--- src/rtl/tea_encipher.sv ---
// Multi-cycle TEA block encryptor: five clock cycles per Feistel round, start/done handshake.
// Inputs are captured on the accepting edge, so the source may change them while the block is busy.
module tea_encipher #(
    parameter int unsigned           WORD_SIZE    = 32,
    parameter logic [WORD_SIZE-1:0]  DELTA        = 32'h9e3779b9,
    parameter int unsigned           ROUND_NUMBER = 32
) (
    input  logic                 clk,
    input  logic                 rst_n,
    input  logic                 iStart,
    input  logic [WORD_SIZE-1:0] iV0,
    input  logic [WORD_SIZE-1:0] iV1,
    input  logic [WORD_SIZE-1:0] iK0,
    input  logic [WORD_SIZE-1:0] iK1,
    input  logic [WORD_SIZE-1:0] iK2,
    input  logic [WORD_SIZE-1:0] iK3,
    output logic [WORD_SIZE-1:0] oC0,
    output logic [WORD_SIZE-1:0] oC1,
    output logic                 oBusy,
    output logic                 oDone
);

    localparam int unsigned          CountW    = $clog2(ROUND_NUMBER) + 1;
    localparam logic [CountW-1:0]    LastCount = CountW'(ROUND_NUMBER - 1);

    typedef enum logic [2:0] {
        StIdle,
        StAddDelta,
        StMixV0,
        StUpdV0,
        StMixV1,
        StUpdV1,
        StDone
    } state_e;

    state_e state_q, state_d;

    logic [WORD_SIZE-1:0] v0_q, v0_d;
    logic [WORD_SIZE-1:0] v1_q, v1_d;
    logic [WORD_SIZE-1:0] k0_q, k0_d;
    logic [WORD_SIZE-1:0] k1_q, k1_d;
    logic [WORD_SIZE-1:0] k2_q, k2_d;
    logic [WORD_SIZE-1:0] k3_q, k3_d;
    logic [WORD_SIZE-1:0] sum_q, sum_d;
    logic [WORD_SIZE-1:0] aux1_q, aux1_d;
    logic [WORD_SIZE-1:0] aux2_q, aux2_d;
    logic [WORD_SIZE-1:0] aux3_q, aux3_d;
    logic [CountW-1:0]    count_q, count_d;
    logic [WORD_SIZE-1:0] c0_q, c0_d;
    logic [WORD_SIZE-1:0] c1_q, c1_d;
    logic                 busy_q, busy_d;
    logic                 done_q, done_d;

    logic [WORD_SIZE-1:0] mix;
    logic [WORD_SIZE-1:0] v1_new;

    // Round function result, shared by both half-round update states.
    assign mix    = aux1_q ^ aux2_q ^ aux3_q;
    assign v1_new = v1_q + mix;

    always_comb begin
        state_d = state_q;
        v0_d    = v0_q;
        v1_d    = v1_q;
        k0_d    = k0_q;
        k1_d    = k1_q;
        k2_d    = k2_q;
        k3_d    = k3_q;
        sum_d   = sum_q;
        aux1_d  = aux1_q;
        aux2_d  = aux2_q;
        aux3_d  = aux3_q;
        count_d = count_q;
        c0_d    = c0_q;
        c1_d    = c1_q;
        busy_d  = busy_q;
        done_d  = done_q;

        case (state_q)
            StIdle, StDone: begin
                if (iStart) begin
                    v0_d    = iV0;
                    v1_d    = iV1;
                    k0_d    = iK0;
                    k1_d    = iK1;
                    k2_d    = iK2;
                    k3_d    = iK3;
                    sum_d   = '0;
                    count_d = '0;
                    done_d  = 1'b0;
                    busy_d  = 1'b1;
                    state_d = StAddDelta;
                end
            end
            StAddDelta: begin
                sum_d   = sum_q + DELTA;
                state_d = StMixV0;
            end
            StMixV0: begin
                aux1_d  = (v1_q << 4) + k0_q;
                aux2_d  = v1_q + sum_q;
                aux3_d  = (v1_q >> 5) + k1_q;
                state_d = StUpdV0;
            end
            StUpdV0: begin
                v0_d    = v0_q + mix;
                state_d = StMixV1;
            end
            StMixV1: begin
                aux1_d  = (v0_q << 4) + k2_q;
                aux2_d  = v0_q + sum_q;
                aux3_d  = (v0_q >> 5) + k3_q;
                state_d = StUpdV1;
            end
            StUpdV1: begin
                v1_d    = v1_new;
                count_d = count_q + 1'b1;
                if (count_q == LastCount) begin
                    c0_d    = v0_q;
                    c1_d    = v1_new;
                    done_d  = 1'b1;
                    busy_d  = 1'b0;
                    state_d = StDone;
                end else begin
                    state_d = StAddDelta;
                end
            end
            default: begin
                state_d = StIdle;
            end
        endcase
    end

    always_ff @(posedge clk or negedge rst_n) begin
        if (!rst_n) begin
            state_q <= StIdle;
            v0_q    <= '0;
            v1_q    <= '0;
            k0_q    <= '0;
            k1_q    <= '0;
            k2_q    <= '0;
            k3_q    <= '0;
            sum_q   <= '0;
            aux1_q  <= '0;
            aux2_q  <= '0;
            aux3_q  <= '0;
            count_q <= '0;
            c0_q    <= '0;
            c1_q    <= '0;
            busy_q  <= 1'b0;
            done_q  <= 1'b0;
        end else begin
            state_q <= state_d;
            v0_q    <= v0_d;
            v1_q    <= v1_d;
            k0_q    <= k0_d;
            k1_q    <= k1_d;
            k2_q    <= k2_d;
            k3_q    <= k3_d;
            sum_q   <= sum_d;
            aux1_q  <= aux1_d;
            aux2_q  <= aux2_d;
            aux3_q  <= aux3_d;
            count_q <= count_d;
            c0_q    <= c0_d;
            c1_q    <= c1_d;
            busy_q  <= busy_d;
            done_q  <= done_d;
        end
    end

    assign oC0   = c0_q;
    assign oC1   = c1_q;
    assign oBusy = busy_q;
    assign oDone = done_q;

endmodule

--- config.mk ---
export PLATFORM = sky130hd
export DESIGN_NAME = tea_encipher
export DESIGN_NICKNAME = d
export VERILOG_FILES = /design/src/rtl/tea_encipher.sv
export SDC_FILE = /design/constraint.sdc
export NUM_CORES = 1
export LEC_CHECK = 0
export CAP_MARGIN = 20
export CORE_MARGIN = 3
export CORE_UTILIZATION = 35
export CTS_CLUSTER_DIAMETER = 50
export DETAILED_ROUTE_END_ITERATION = 10
export SYNTH_ARGS = -nofsm -noshare
export SYNTH_HDL_FRONTEND = slang
export SYNTH_SLANG_ARGS = --single-unit
--- constraint.sdc ---
create_clock -name clk -period 5.1 [get_ports clk]
set_input_delay 0.765 -clock clk [delete_from_list [all_inputs] [get_ports clk]]
set_output_delay 0.765 -clock clk [all_outputs]
set_load 0.05 [all_outputs]
==> flow_metrics.py, run 1 <==
metrics = {
    "run_status": {
        "outcome": "completed",
    },
    "sta": {
        "tns_ps": 0,
        "setup_viol": 0,
        "finalCriticalPeriod_ps": 4320,
        "skew_ps": 24.0,
        "final.period_utilization_pct": 84.7,
        "slew_viol_final": 0,
        "fmax_mhz": 231,
        "worstMarginPinSlew_ps": 1170,
        "relSlewSlack_pct": 21.5,
        "hold_viol_final": 0,
        "rsz0062_at_grt": "no",
        "setup_ws_ps": 780,
    },
    "finish": {
        "final_nets": 3961,
        "final_common_cell": "nand2_1",
        "syn_to_final_growth_pct": 20.9,
        "mostFrequentLayoutCells": "nand2_1 (928), dfrtp_1 (395), clkdlybuf4s50_1 (259)",
        "n_fill_cell": 7797,
        "drive_above_1_share_pct": 4.70,
    },
    "drt": {
        "ant_nets": 0,
        "via_per_inst": 5.42,
        "firstDrtPassIters": 5,
        "wl_per_cell_um": 22.1,
        "drc": 0,
        "wirelength_um": 102000,
        "drt_iter0_markers": 2197,
        "dr_total_vias": 25100,
    },
    "global_route": {
        "grt_max_degree": 102,
        "grt_pass1_vias": 23700,
        "use_met1_pct": 35.1,
        "grt-ovfl-total": 0,
        "met2_usage_pct": 38.1,
        "grt_pass1_wl_um": 152000,
        "grt.total_usage_pct": 24.6,
        "antenna_found_initial": 3,
        "grt.busiest_layer": "met2",
        "grt.met3_usage_pct": 4.12,
    },
    "synthesis": {
        "ys_seq_area_share_pct": 36.5,
        "ys_top_cells_by_area": "dfrtp_1 (37%), nand2_1 (13%), ha_1 (9.7%), xnor2_1 (5.0%), a21oi_1 (4.8%)",
        "synthArstFlopShare_pct": 100,
        "yosysWarnings": 0,
        "synth_top_area_cell": "dfrtp_1",
        "ys_seq_elements": 395,
        "avgSynthCellArea_um2": 8.10,
        "synthMuxAreaShare_pct": 0.943,
        "synth-adder-area-share_pct": 10.3,
        "synth_enable_flop_cells": 0,
        "synthSimpleGateAreaFrac_pct": 21.5,
        "synthCells": 3342,
        "synth_compound_area_share_pct": 20.1,
        "netlist.area_leader.share_pct": 36.5,
        "synth-xor-area-share_pct": 7.83,
        "synth-main-ff-cell": "dfrtp_1",
        "syn-num-nets": 3755,
        "synthesis.area_um2": 27100,
        "post_synth_num_cell_types": 74,
        "synth_top_family_by_area": "simple AND/OR/NAND/NOR gates",
    },
    "floorplanning": {
        "core_um2": 76300,
        "start_util_pct": 35.5,
        "rows": 101,
        "fp.dieH_um": 284,
        "io_pins": 261,
        "die_w_um": 284,
        "dieArea_um2": 80700,
    },
    "flow_run": {
        "max_cap_violations": 0,
    },
    "setup_path": {
        "crit_cells": 16,
        "critPathArrivalTime_ps": 4870,
        "critical_path_class": "reg2reg",
        "critPathTopFamily": "simple AND/OR/NAND/NOR gates",
        "critical-path-slowest-cell": "nor2b_1",
        "startpoint_type": "flop",
        "crit_fanout": 7,
        "worst_r2r_path_depth": 16,
        "crit_buf_inv": 1,
        "crit_required_ps": 5650,
        "setup.worst_path.end_class": "flop",
        "crit_path_max_incr_delay_ps": 500,
        "cp_cell_sequence": "nor2b_1 > nor2b_4 > nand2_1 > nand2_1 > ha_1 > inv_1 > fa_1 > nor2b_1 > o31a_1 > o21ai_1 > nor4_1 > nor2_1 > a2111oi_2 > o31ai_1 > and3_1 > o31ai_1",
    },
    "placement": {
        "port-buffer-count": 260,
        "dpl.hpwl_um": 79600,
        "gp_congestion": 0.991,
        "pre_cts_ws_ps": 854,
    },
    "clock_network": {
        "clock_latency_ps": 640,
        "cts_tree": "yes",
        "cts_resized": 0,
        "clock_path_buffers": 3,
        "cts_buffers": 56,
        "htreeDepth": 2,
        "root_buffer": "clkbuf_16",
        "postCtsSetupRepairBufs": 0,
        "cts_sinks": 395,
        "path_clk_slew_ps": 60,
        "hold_buffers": 0,
    },
    "hold_path": {
        "min_path_type": "in2async",
    },
}
[cells in the mapped netlist, drive strengths merged, types with 30 or more instances]
library cell and count:
nand2 931, a21o 70, o21ai 207, a31oi 59, a21oi 259, xnor2 154
ha 211, xor2 88, nand3 69, clkbuf 126, dfrtp 395, inv 67
nor2 193, a211oi 38, nor3 30, and3 44
[worst paths after layout]
kind	from	slack [ps]	to
max in group asynchronous	rst_n	3750	k2_q[21]
worst min register to register	oC1[27]	470	oC1[27]
min in group clk	oC1[27]	470	oC1[27]
worst max-delay path	state_q[2]	780	aux2_q[30]
worst min-delay path	rst_n	120	oC1[11]
worst max register to register	state_q[2]	780	aux2_q[30]
[per-stage QoR]
stage                     util (%)  instance area [um^2]  hold slack [ps]  instances
after floorplan                  -                 27100              446       3342
after global placement        40.3                 30800              455       4520
after detailed placement      40.3                 30800              456       4520
after CTS                     42.9                 32700              144       4624
after global routing          42.9                 32700              168       4624
final                         42.9                 32700              118       4625
[registers in the layout, indices dropped and copies added, names as in the netlist]
register,count
oDone,1
state_q,3
k0_q,32
aux2_q,32
k2_q,32
oC1,32
aux1_q,32
v0_q,32
sum_q,32
oBusy,1
aux3_q,32
v1_q,32
k1_q,32
count_q,6
k3_q,32
oC0,32
[layout make-up]
cell class,count,area [um^2],area share (%)
diodes,1,2.50,0.00764
clock buffers,68,1520,4.64
clock inverters,36,437,1.33
flip-flops and latches,395,9880,30.2
repair buffers,288,2890,8.83
inverters,67,251,0.768
multi-input cells,2740,16500,50.3
well taps,1030,1290,3.94
[kinds of logic (layout without fill, tap and decap cells)]
family                   Yosys count  after routing
XOR/XNOR                         242            242
adder cells (fa/ha/maj)          218            218
AO/OA/AOI/OAI                    864            864
other                              0              1
buffers and inverters            207            459
AND/OR/NAND/NOR                 1392           1392
multiplexers                      24             24
flip-flops                       395            395
[per-layer routing]
metal  up-vias  routed length (um)
met4         4                3590
met3       158                7130
li1      12100                   -
met1     11900               46500
met5         -                  23
met2       846               45100
Power of run 1 is left out: the tool's default activity adds up to more than one toggle a clock period on the data nets, which glitch-free logic cannot reach.
==> inputs of run 2 (changes only) <==
==> constraint.sdc (replaced) <==
create_clock -name clk -period 3.6 [get_ports clk]
set_input_delay 0.54 -clock clk [delete_from_list [all_inputs] [get_ports clk]]
set_output_delay 0.54 -clock clk [all_outputs]
set_load 0.05 [all_outputs]
==> run 2 against run 1 <==
Cell area is 4.7% higher. Via count is 4.4% higher. Wire length is 6.5% higher. Final cell count is 3.6% higher. Utilization is 2.0 points higher. Non-clock buffer count is 161 higher. Die area stayed put. Hold slack better by 310 ps. Highest routed layer unchanged. Setup slack worse by 660 ps. Clock skew is 1.1 ps higher. Global-route usage is 1.5 points higher. Fmax is 24% higher.
==> flow_metrics.py, run 2 (synthesis results as in run 1) <==
metrics = {
    "setup_path": {
        "critPathArrivalTime_ps": 4030,
        "startpoint_type": "flop",
        "setup.worst_path.end_class": "flop",
        "crit_fanout": 23,
        "critical_path_class": "reg2reg",
        "crit_required_ps": 4150,
    },
    "finish": {
        "n_fill_cell": 7650,
        "drive_above_1_share_pct": 9.65,
        "seqCellArea_um2": 9890,
        "instances_no_fill": 4793,
        "final_nets": 4124,
        "syn_to_final_growth_pct": 26.6,
        "multi_input_comb_area_um2": 16600,
        "final_common_cell": "nand2_1",
        "mostFrequentLayoutCells": "nand2_1 (930), dfrtp_1 (394), clkdlybuf4s50_1 (259)",
    },
    "sta": {
        "hold_viol_final": 0,
        "final.period_utilization_pct": 96.7,
        "fmax_mhz": 287,
        "setup_ws_ps": 118,
        "relSlewSlack_pct": 33.8,
        "holdWs_ps": 428,
        "skew_ps": 25.1,
        "setup_viol": 0,
        "finalCriticalPeriod_ps": 3480,
        "slew_viol_final": 0,
        "worstMarginPinSlew_ps": 994,
        "rsz0062_at_grt": "yes",
        "tns_ps": 0,
    },
    "flow_run": {
        "max_cap_violations": 0,
    },
    "run_status": {
        "outcome": "completed",
    },
    "hold_path": {
        "min_path_type": "in2reg",
    },
    "floorplanning": {
        "fp.dieH_um": 284,
        "rows": 101,
        "core_um2": 76300,
        "start_util_pct": 35.5,
        "io_pins": 261,
        "dieArea_um2": 80700,
        "die_w_um": 284,
    },
    "placement": {
        "dp.cells": 4673,
        "pre_cts_ws_ps": 7.90,
        "dpl.hpwl_um": 86100,
        "gp_congestion": 0.992,
        "port-buffer-count": 260,
    },
    "global_route": {
        "antenna_found_initial": 4,
        "grt-ovfl-total": 0,
        "grt_pass1_vias": 24800,
        "grt_pass1_wl_um": 160000,
        "grt_max_degree": 89,
        "grt.total_usage_pct": 26.2,
    },
    "clock_network": {
        "cts_sinks": 395,
        "cts_tree": "yes",
        "clock_path_buffers": 3,
        "path_clk_slew_ps": 60,
        "root_buffer": "clkbuf_16",
        "clock_latency_ps": 650,
        "htreeDepth": 2,
        "cts_buffers": 58,
    },
    "drt": {
        "drc": 0,
        "ant_nets": 0,
        "dr_total_vias": 26200,
        "wirelength_um": 109000,
        "firstDrtPassIters": 5,
        "drt_iter0_markers": 2180,
        "via_per_inst": 5.46,
        "wl_per_cell_um": 22.7,
    },
}
## run 2: cell count changes in the layout (fill, tap and decap cells not counted), moves of 3 or more
cell     delta
o31ai_2     +3
nor2b_1     -3
o31ai_1     -3
o21ai_0     -5
buf_4     +155
inv_8       +4
buf_12      +5
## run 2: per-layer routing
metal	up-vias	global-route usage [%]	share of wire, %
met5	-	0	0.010
met1	12600	36.4	44
met4	2	11.6	5.1
met3	198	3.61	6.5
met2	934	40.5	44
li1	12500	-	-
## run 2: per-stage QoR
| stage | cell area, um^2 | util (%) |
|---|---|---|
| finish | 34300 | 44.9 |
| global route | 34300 | 44.9 |
| CTS | 34100 | 44.6 |
| detailed placement | 32000 | 41.9 |
| global placement | 32000 | 41.9 |
| floorplan | 27100 | - |
## run 2: path summary, 6_finish.rpt
| check | cells past startpoint | start | to | slack (ps) |
|---|---|---|---|---|
| max in group asynchronous | 3 | rst_n | aux2_q[19] | 2280 |
| worst min-delay path | 3 | iK0[4] | k0_q[4] | 430 |
| min in group asynchronous | 2 | rst_n | oC1[25] | 450 |
| worst min register to register | 2 | oC0[20] | oC0[20] | 470 |
| worst max register to register | 16 | state_q[1] | aux2_q[23] | 120 |
| worst max-delay path | 16 | state_q[1] | aux2_q[23] | 120 |
## run 2: area by class of cell
class	instances	share of cell area (%)
multi-input cells	2740	48.5
flip-flops and latches	395	28.8
repair buffers	449	12.2
clock buffers	68	4.52
well taps	1030	3.76
clock inverters	41	1.46
inverters	67	0.733
diodes	3	0.0219
## run 2: what timing repair did
action,4_1_cts,5_1_grt
buffers inserted,0,7
pin swaps,1,21
gates resized for setup,0,38
hold buffers,1,0
setup endpoints to repair,1,24
hold endpoints to repair,59,0
## run 2: worst max-delay path, cell delays in order, from the launching register on
cell,delay [ps]
dfrtp_1,410
nor2b_4,180
nand2b_2,220
buf_12,240
nand2_1,70
nand2_1,80
ha_1,350
a21oi_1,270
o211ai_1,140
a41oi_2,240
nor2_1,100
a41oi_1,220
buf_4,160
nor2_1,40
or2_2,310
a211o_1,300
o211ai_1,80
Power of run 2 is left out for the same reason.
